File: src/rtl/alu_proto_pkg.sv
`default_nettype none
// ============================================================================
// Module  : alu_proto_pkg
// Summary : Shared widths, initiator state encoding and command record for
//           the ALU handshake protocol.
// Revision: 1.0 - initial release
// ============================================================================
package alu_proto_pkg;

    localparam int c_DATA_W = 2;
    localparam int c_OP_W   = 2;

    typedef enum logic [2:0] {
        IDLE = 3'd0,
        HS   = 3'd1,
        GAP  = 3'd2,
        CONF = 3'd3,
        EXEC = 3'd4,
        CAPT = 3'd5
    } init_state_t;

    typedef struct packed {
        logic [c_OP_W-1:0]   op;
        logic [c_DATA_W-1:0] a;
        logic [c_DATA_W-1:0] b;
    } cmd_t;

endpackage
`default_nettype wire

File: src/rtl/alu_cmd_fifo.sv
`default_nettype none
// ============================================================================
// Module  : alu_cmd_fifo
// Summary : Synchronous first-word-fall-through command queue.
// Revision: 1.0 - initial release
// ============================================================================
module alu_cmd_fifo
    import alu_proto_pkg::*;
#(
    parameter int WIDTH = $bits(cmd_t),
    parameter int DEPTH = 4
) (
    input  logic             clk,
    input  logic             reset,
    input  logic             i_push,
    input  logic [WIDTH-1:0] i_push_data,
    input  logic             i_pop,
    output logic [WIDTH-1:0] o_pop_data,
    output logic             o_full,
    output logic             o_empty
);

    localparam int c_PTR_W = $clog2(DEPTH);

    logic [WIDTH-1:0]   r_mem [DEPTH];
    logic [c_PTR_W-1:0] r_wr_ptr;
    logic [c_PTR_W-1:0] r_rd_ptr;
    logic [c_PTR_W:0]   r_count;
    logic               w_push;
    logic               w_pop;

    assign o_full     = (r_count == (c_PTR_W+1)'(DEPTH));
    assign o_empty    = (r_count == '0);
    assign o_pop_data = r_mem[r_rd_ptr];
    assign w_push     = i_push && !o_full;
    assign w_pop      = i_pop && !o_empty;

    // Pointers wrap naturally because DEPTH is a power of two.
    always_ff @(posedge clk) begin
        if (reset) begin
            r_wr_ptr <= '0;
            r_rd_ptr <= '0;
            r_count  <= '0;
        end else begin
            if (w_push) begin
                r_mem[r_wr_ptr] <= i_push_data;
                r_wr_ptr        <= r_wr_ptr + 1'b1;
            end
            if (w_pop) begin
                r_rd_ptr <= r_rd_ptr + 1'b1;
            end
            case ({w_push, w_pop})
                2'b10:   r_count <= r_count + 1'b1;
                2'b01:   r_count <= r_count - 1'b1;
                default: r_count <= r_count;
            endcase
        end
    end

endmodule
`default_nettype wire

File: src/rtl/alu_cmd_initiator.sv
`default_nettype none
// ============================================================================
// Module  : alu_cmd_initiator
// Summary : Queues ALU commands, sequences the handshake/confirm exchange with
//           the responder and returns each captured result with a valid pulse.
// Revision: 1.0 - initial release
// ============================================================================
module alu_cmd_initiator
    import alu_proto_pkg::*;
#(
    parameter int DATA_W      = c_DATA_W,
    parameter int OP_W        = c_OP_W,
    parameter int FIFO_DEPTH  = 4,
    parameter int CONFIRM_DLY = 1
) (
    input  logic              clk,
    input  logic              reset,
    input  logic              cmd_valid,
    output logic              cmd_ready,
    input  logic [OP_W-1:0]   cmd_op,
    input  logic [DATA_W-1:0] cmd_a,
    input  logic [DATA_W-1:0] cmd_b,
    output logic              handshaking,
    output logic              confirm_op,
    output logic [OP_W-1:0]   switch_op,
    output logic [DATA_W-1:0] operand_a,
    output logic [DATA_W-1:0] operand_b,
    input  logic [DATA_W-1:0] alu_result,
    output logic              result_valid,
    output logic [DATA_W-1:0] result_data,
    output logic              busy
);

    localparam int c_CMD_W = OP_W + 2*DATA_W;
    localparam int c_GAP_W = $clog2(CONFIRM_DLY + 1);
    localparam logic [c_GAP_W-1:0] c_GAP_LOAD =
        c_GAP_W'((CONFIRM_DLY >= 2) ? (CONFIRM_DLY - 2) : 0);

    init_state_t         r_state;
    init_state_t         w_next_state;
    logic [c_GAP_W-1:0]  r_gap_cnt;
    logic [OP_W-1:0]     r_switch_op;
    logic [DATA_W-1:0]   r_operand_a;
    logic [DATA_W-1:0]   r_operand_b;
    logic                r_result_valid;
    logic [DATA_W-1:0]   r_result_data;
    logic [c_CMD_W-1:0]  w_head;
    logic                w_full;
    logic                w_empty;
    logic                w_pop;

    assign w_pop = (r_state == IDLE) && !w_empty;

    alu_cmd_fifo #(
        .WIDTH (c_CMD_W),
        .DEPTH (FIFO_DEPTH)
    ) u_fifo (
        .clk         (clk),
        .reset       (reset),
        .i_push      (cmd_valid),
        .i_push_data ({cmd_op, cmd_a, cmd_b}),
        .i_pop       (w_pop),
        .o_pop_data  (w_head),
        .o_full      (w_full),
        .o_empty     (w_empty)
    );

    always_comb begin
        w_next_state = r_state;
        case (r_state)
            IDLE:    if (!w_empty) w_next_state = HS;
            HS:      w_next_state = (CONFIRM_DLY == 1) ? CONF : GAP;
            GAP:     if (r_gap_cnt == '0) w_next_state = CONF;
            CONF:    w_next_state = EXEC;
            EXEC:    w_next_state = CAPT;
            CAPT:    w_next_state = IDLE;
            default: w_next_state = IDLE;
        endcase
    end

    always_ff @(posedge clk) begin
        if (reset) begin
            r_state        <= IDLE;
            r_gap_cnt      <= '0;
            r_switch_op    <= '0;
            r_operand_a    <= '0;
            r_operand_b    <= '0;
            r_result_valid <= 1'b0;
            r_result_data  <= '0;
        end else begin
            r_state <= w_next_state;
            if (w_pop) begin
                {r_switch_op, r_operand_a, r_operand_b} <= w_head;
            end
            // GAP lasts CONFIRM_DLY-1 cycles: load on HS, leave GAP at zero.
            if (r_state == HS) begin
                r_gap_cnt <= c_GAP_LOAD;
            end else if ((r_state == GAP) && (r_gap_cnt != '0)) begin
                r_gap_cnt <= r_gap_cnt - 1'b1;
            end
            r_result_valid <= (r_state == CAPT);
            if (r_state == CAPT) begin
                r_result_data <= alu_result;
            end
        end
    end

    assign cmd_ready    = !w_full;
    assign handshaking  = (r_state == HS);
    assign confirm_op   = (r_state == CONF);
    assign busy         = (r_state != IDLE);
    assign switch_op    = r_switch_op;
    assign operand_a    = r_operand_a;
    assign operand_b    = r_operand_b;
    assign result_valid = r_result_valid;
    assign result_data  = r_result_data;

endmodule
`default_nettype wire

File: config.mk
export PLATFORM = sky130hd
export DESIGN_NAME = alu_cmd_initiator
export DESIGN_NICKNAME = d
export VERILOG_FILES = /design/src/rtl/alu_proto_pkg.sv /design/src/rtl/alu_cmd_fifo.sv /design/src/rtl/alu_cmd_initiator.sv
export SDC_FILE = /design/constraint.sdc
export NUM_CORES = 1
export LEC_CHECK = 0
export CORE_MARGIN = 10
export CORE_UTILIZATION = 24
export CTS_CLUSTER_SIZE = 24
export DETAILED_ROUTE_END_ITERATION = 10
export MAX_ROUTING_LAYER = met4
export SYNTH_ARGS = -nofsm -noshare
export SYNTH_HDL_FRONTEND = slang
export SYNTH_SLANG_ARGS = --single-unit
File: constraint.sdc
create_clock -name clk -period 6.3 [get_ports clk]
set_clock_uncertainty 0.2 [all_clocks]
set_input_delay 0.63 -clock clk [delete_from_list [all_inputs] [get_ports clk]]
set_output_delay 0.63 -clock clk [all_outputs]
set_load 0.005 [all_outputs]
==> metrics.cfg, run 1 <==
[clocking]
h-tree-depth = 2
clockBufferDepth = 2
cts_resized = 0
cts_root_buf = clkbuf_8
post-cts-setup-buffers = 0
cts_buffers = 5
path_clk_slew_ns = 0.08
cts_tree = yes
cts_sinks = 44
clk_latency_ns = 0.28
cts_hold_buf = 0

[min_path]
worstHoldPathCells = 1
worstHoldPathType = reg2reg
worstHoldStart = r_gap_cnt$_SDFFE_PP0P_
hold_end = r_gap_cnt$_SDFFE_PP0P_

[synthesis]
syn_area_sq_um = 1803
ys_dominant_reg_cell = edfxtp_1
synth.yosys.seq_area_share = 0.6218
ys_seq_elements = 44
syn_area_per_cell_sq_um = 12.70
synth_edf_count = 24
syn-num-nets = 159
ys_types = 31
yosysWarnings = 0
async_flop_share = 0
syn_inst = 142

[critical_path]
r2r_cells = 9
cp_top_family = buffers and inverters
r2r_end = u_fifo.r_count[2]$_SDFFE_PP0P_
cpMaxStageDelayCell = clkdlybuf4s50_1
crit_required_ns = 5.47
r2r_slack_ns = 3.66
cp_cell_sequence = nor3b_1, inv_1, clkdlybuf4s50_1
critical_path_cell_count = 3
end_kind = output port
crit_buf_inv = 2
crit_type = reg2out
path_max_fanout = 5
start_kind = flip-flop
slowest_delay_ns = 0.49
worstPathArrival_ns = 1.82
r2r_start = u_fifo.r_count[2]$_SDFFE_PP0P_

[global_route]
grt_pass1_wl_um = 5823
grt_antenna_before_repair = 0
grt_overflow = 0
grt_usage = 0.06408
grt_start_max_net_pins = 23
grt_pass1_vias = 1141

[pwr]
pwr-share-seq = 0.475
p_leak_nw = 0.7514
ir_drop_v = 0.0001092
p_clk_frac = 0.201
power_frac_comb = 0.324
powerDensity_nw_per_um2 = 363.1
switching_power_mw = 0.2554
p_sw_frac = 0.3168
internal-power_mw = 0.5507

[placement]
routabilityCongestion = 0.6935
io_buffers = 23
hpwlAfterDp_um = 2610
dp.cells = 259

[flow_run]
maxCapViolCount = 0

[sta]
clock.fmax_mhz = 377.9
grt_setup_unrepaired = no
min_period_ns = 2.646
fin_crit_sh = 0.4200
maxSlewViolCount = 0
finalSetupViolCount = 0
tightest_slew_ns = 0.7889
finalSetupTns_ns = 0
slew_headroom = 0.4724
final_hold_viol_count = 0

[finish]
fin_cells = 267
antenna_cells = 0
fillers = 771
nNetsFinal = 184
drive_above_1_share = 0.1012
layout_commonest_cell = edfxtp_1
final_cell_mix = edfxtp_1 (24), clkdlybuf4s50_1 (23), dfxtp_1 (20)
area_delta_synth_final_pct = 23.11

[drt]
dr_wl_met3_um = 182
met1Wirelength_um = 1743
via_count = 1104
wl_per_cell_um = 12.82
drcViolationCount = 0
ant_nets = 0
routed.top_layer = met3
wl_met2_um = 1496
wl_um = 3422
viasPerCell = 4.135
dr.pass1.iters = 4
first_iter_violations = 59

[die]
core_area_sq_um = 7292
die_x_um = 106.7
die_y_um = 106.7
pin_count = 24
placementRows = 31
dieArea_sq_um = 11380
initial_core_util = 0.2473

[run_status]
status = completed

kinds of logic (layout without fill, tap and decap cells):
family / Yosys count / in the layout / share of synthesized area
multiplexers: 8 / 8 / 0.08605
buffers and inverters: 15 / 41 / 0.03331
XOR/XNOR: 2 / 2 / 0.009717
AND/OR/NAND/NOR: 39 / 39 / 0.1201
flip-flops: 44 / 44 / 0.6218
adder cells (fa/ha/maj): 6 / 6 / 0.04580
AO/OA/AOI/OAI: 28 / 28 / 0.08328
state kept, by name (all words and copies together) (netlist names), 2 cells and up:
signal and cells:
operand_a 2, result_data 2, operand_b 2, r_state 3, u_fifo.r_count 3, u_fifo.r_mem 24
u_fifo.r_wr_ptr 2, u_fifo.r_rd_ptr 2, switch_op 2
routing by layer:
layer | track usage | up-vias
met4 | 0.01161 | 0
met1 | 0.08602 | 518
met2 | 0.09043 | 26
met3 | 0.02395 | 0
li1 | - | 560
met5 | - | -
area by class of cell:
type                    count  area (sq um)  area share
clock inverters             3         13.76    0.006201
flip-flops and latches     44          1121      0.5051
well taps                  99         123.9     0.05581
multi-input cells          83         621.8      0.2802
clock buffers               5         68.82     0.03100
repair buffers             23         230.2      0.1037
inverters                  10         40.04     0.01804
synth_stat cells (all sizes together) (2+ instances only):
| cell type | count | area share |
|---|---|---|
| nand2 | 3 | 0.0062 |
| or3 | 3 | 0.010 |
| nor3 | 3 | 0.015 |
| ha | 5 | 0.035 |
| nor3b | 2 | 0.0083 |
| mux2i | 2 | 0.011 |
| and2 | 4 | 0.014 |
| clkbuf | 2 | 0.0042 |
| mux4 | 6 | 0.075 |
| o21ai | 11 | 0.031 |
| buf | 3 | 0.0069 |
| nand3 | 8 | 0.022 |
| dfxtp | 20 | 0.22 |
| a21oi | 14 | 0.039 |
| inv | 10 | 0.022 |
| xor2 | 2 | 0.0097 |
| nor2 | 10 | 0.021 |
| edfxtp | 24 | 0.40 |
worst max-delay path by stage:
stage	startpoint	endpoint	slack, ns
3_5_place_dp	reset	u_fifo.r_mem[2][5]$_DFFE_PP_	3.47
5_1_grt	u_fifo.r_count[2]$_SDFFE_PP0P_	u_fifo.r_count[2]$_SDFFE_PP0P_	3.51
2_1_floorplan	r_state[0]$_SDFFE_PP0P_	u_fifo.r_count[2]$_SDFFE_PP0P_	3.96
3_3_place_gp	reset	u_fifo.r_mem[1][0]$_DFFE_PP_	3.49
6_report	u_fifo.r_count[2]$_SDFFE_PP0P_	cmd_ready	3.65
4_1_cts	u_fifo.r_count[2]$_SDFFE_PP0P_	cmd_ready	3.65
metrics by stage:
step           cell area (sq um)  utilization  total power [mW]  setup slack [ns]  hold slack, ns
2_1_floorplan               1803            -            0.5541             3.962          0.2536
3_5_place_dp                2137       0.2931            0.6557             3.467          0.2687
4_1_cts                     2220       0.3044            0.8186             3.654          0.2801
5_1_grt                     2220       0.3044            0.8741             3.513          0.2968
3_3_place_gp                2137       0.2931            0.6541             3.485          0.2634
6_report                    2220       0.3044            0.8061             3.654          0.2751
power by group through the flow:
stage / clock network [mW] / registers (mW) / logic, mW
floorplan: 0 / 0.375 / 0.180
global placement: 0 / 0.389 / 0.265
detailed placement: 0 / 0.390 / 0.266
CTS: 0.167 / 0.384 / 0.268
global route: 0.186 / 0.392 / 0.297
finish: 0.162 / 0.382 / 0.261
Note: power is estimated with default switching activity, not from simulation.
==> run 2: changes to the inputs <==
clock period = 2.1 ns   (was 6.3 ns; I/O delays follow)
==> run 2 against run 1 <==
  * Clock power rose to 3.1 times the previous value
  * Largest power group unchanged
  * Routed wire length up 4.6%
  * Highest routed layer is now met4
  * Critical path depth up 6
  * Sequential share of layout area down 4.1 points
  * Critical endpoint is now u_fifo.r_count[2]$_SDFFE_PP0P_
  * Non-clock buffer count up 17
==> metrics.cfg, run 2 (synthesis gave the netlist of run 1 again) <==
[sta]
finalSetupViolCount = 0
clock.fmax_mhz = 477.6
maxSlewViolCount = 0
finalSetupTns_ns = 0
tightest_slew_ns = 0.5235
fin_crit_sh = 0.9970
final_hold_viol_count = 0
slew_headroom = 0.6505
setup_ws_ns = 0.006401
grt_setup_unrepaired = yes
min_period_ns = 2.094

[placement]
place_ws_ns = -0.002479
hpwlAfterDp_um = 2601
routabilityCongestion = 0.7634
io_buffers = 23

[drt]
ant_nets = 0
drcViolationCount = 0
viasPerCell = 4.163
dr.pass1.iters = 4
via_count = 1178
first_iter_violations = 47
wl_per_cell_um = 12.64
wl_um = 3578

[die]
placementRows = 31
initial_core_util = 0.2473
pin_count = 24
core_area_sq_um = 7292
die_x_um = 106.7
die_y_um = 106.7
dieArea_sq_um = 11380

[finish]
largest_reg_flops = 24
layout_commonest_cell = edfxtp_1
nNetsFinal = 201
fillers = 768
multi_input_area_sq_um = 661.9
regMostFlops = u_fifo.r_mem
final_cell_mix = edfxtp_1 (24), clkdlybuf4s50_1 (21), dfxtp_1 (14)
seq_area_sq_um = 1139
top_regs = u_fifo.r_mem x24, r_state x3, u_fifo.r_count x3
antenna_cells = 0
area_delta_synth_final_pct = 36.16
postLayoutCoreUtil = 0.3367
drive_above_1_share = 0.2554

[global_route]
grt_usage = 0.06930
grt_start_max_net_pins = 22
grt_antenna_before_repair = 0
grt_pass1_wl_um = 6147
grt_pass1_vias = 1269
grt_overflow = 0

[clocking]
cts_root_buf = clkbuf_8
clockBufferDepth = 2
cts_tree = yes
cts_sinks = 44
clk_latency_ns = 0.30
h-tree-depth = 2
path_clk_slew_ns = 0.08
cts_buffers = 5

[min_path]
hold_end = operand_b[0]$_SDFFE_PP0P_
worstHoldPathType = reg2reg
worstHoldStart = operand_b[0]$_SDFFE_PP0P_
worstHoldPathCells = 2

[pwr]
p_leak_nw = 0.8770
powerDensity_nw_per_um2 = 1101
ir_drop_v = 0.0004261

[flow_run]
maxCapViolCount = 0

[critical_path]
r2r_slack_ns = 0.006
worstPathArrival_ns = 2.12
end_kind = flip-flop
path_max_fanout = 4
r2r_end = u_fifo.r_count[2]$_SDFFE_PP0P_
r2r_cells = 9
start_kind = flip-flop
r2r_start = u_fifo.r_count[1]$_SDFFE_PP0P_
crit_type = reg2reg
crit_required_ns = 2.13

[run_status]
status = completed

[run 2: cell count changes in the layout (fill, tap and decap cells not counted), sizes merged]
cell,delta
buf,+17
clkinvlp,-1
clkdlybuf4s50,-2
dlymetal6s2s,+1
dlygate4sd2,+1
[run 2: per-layer routing]
| layer | global-route usage | part of all wire | up-vias |
|---|---|---|---|
| met4 | 0.02031 | 0.0067 | 0 |
| met2 | 0.09614 | 0.45 | 27 |
| met5 | - | 0 | - |
| li1 | - | - | 592 |
| met3 | 0.03234 | 0.060 | 3 |
| met1 | 0.08763 | 0.49 | 556 |
[run 2: worst max-delay path, cell delays in order (launching register included)]
cell     delay (ns)
dfxtp_4        0.37
nor3b_4        0.20
inv_1          0.09
nand2_2        0.09
ha_4           0.13
inv_2          0.03
fa_2           0.32
xor2_1         0.15
or3_1          0.32
a21oi_2        0.13
[run 2: timing repair]
| item | 4_1_cts | 5_1_grt |
|---|---|---|
| setup endpoints to repair | 3 | 2 |
| resized for setup | 7 | 7 |
| pin swaps | 1 | 1 |
| buffers inserted | 0 | 0 |
| cloned | 0 | 0 |
| hold buffers | 0 | 0 |
[run 2: report_power, final]
part	internal, mW	switching [mW]	leakage, nW
combinational	0.570	0.467	0.452
sequential	1.04	0.114	0.385
clock	0.225	0.282	0.0400
[run 2: layout make-up]
cell class	instances	area share
clock buffer	5	0.02803
clock inverter	2	0.005097
inverter	10	0.01631
multi-input combinational	83	0.2696
sequential	44	0.4638
tap	99	0.05046
timing repair buffer	40	0.1667
[run 2: worst max-delay path by stage]
stage	startpoint	end	slack, ns	depth (start not counted)
floorplan	r_state[2]$_SDFFE_PP0P_	u_fifo.r_count[2]$_SDFFE_PP0P_	-0.10	9
global placement	cmd_valid	u_fifo.r_count[2]$_SDFFE_PP0P_	0.02	8
detailed placement	cmd_valid	u_fifo.r_count[2]$_SDFFE_PP0P_	-0.002	8
CTS	r_state[2]$_SDFFE_PP0P_	u_fifo.r_count[2]$_SDFFE_PP0P_	0.004	9
global route	r_state[0]$_SDFFE_PP0P_	u_fifo.r_count[2]$_SDFFE_PP0P_	-0.12	9
finish	u_fifo.r_count[1]$_SDFFE_PP0P_	u_fifo.r_count[2]$_SDFFE_PP0P_	0.006	9
[run 2: through the flow]
| step | power [mW] | cell area [sq um] | std cells | hold slack [ns] |
|---|---|---|---|---|
| after detailed placement | 2.192 | 2346 | 276 | 0.2706 |
| final | 2.702 | 2455 | 283 | 0.2783 |
| after floorplan | 1.715 | 1834 | 142 | 0.1089 |
| after global placement | 2.182 | 2346 | 276 | 0.2707 |
| after CTS | 2.722 | 2435 | 283 | 0.2818 |
| after global routing | 2.913 | 2455 | 283 | 0.2930 |
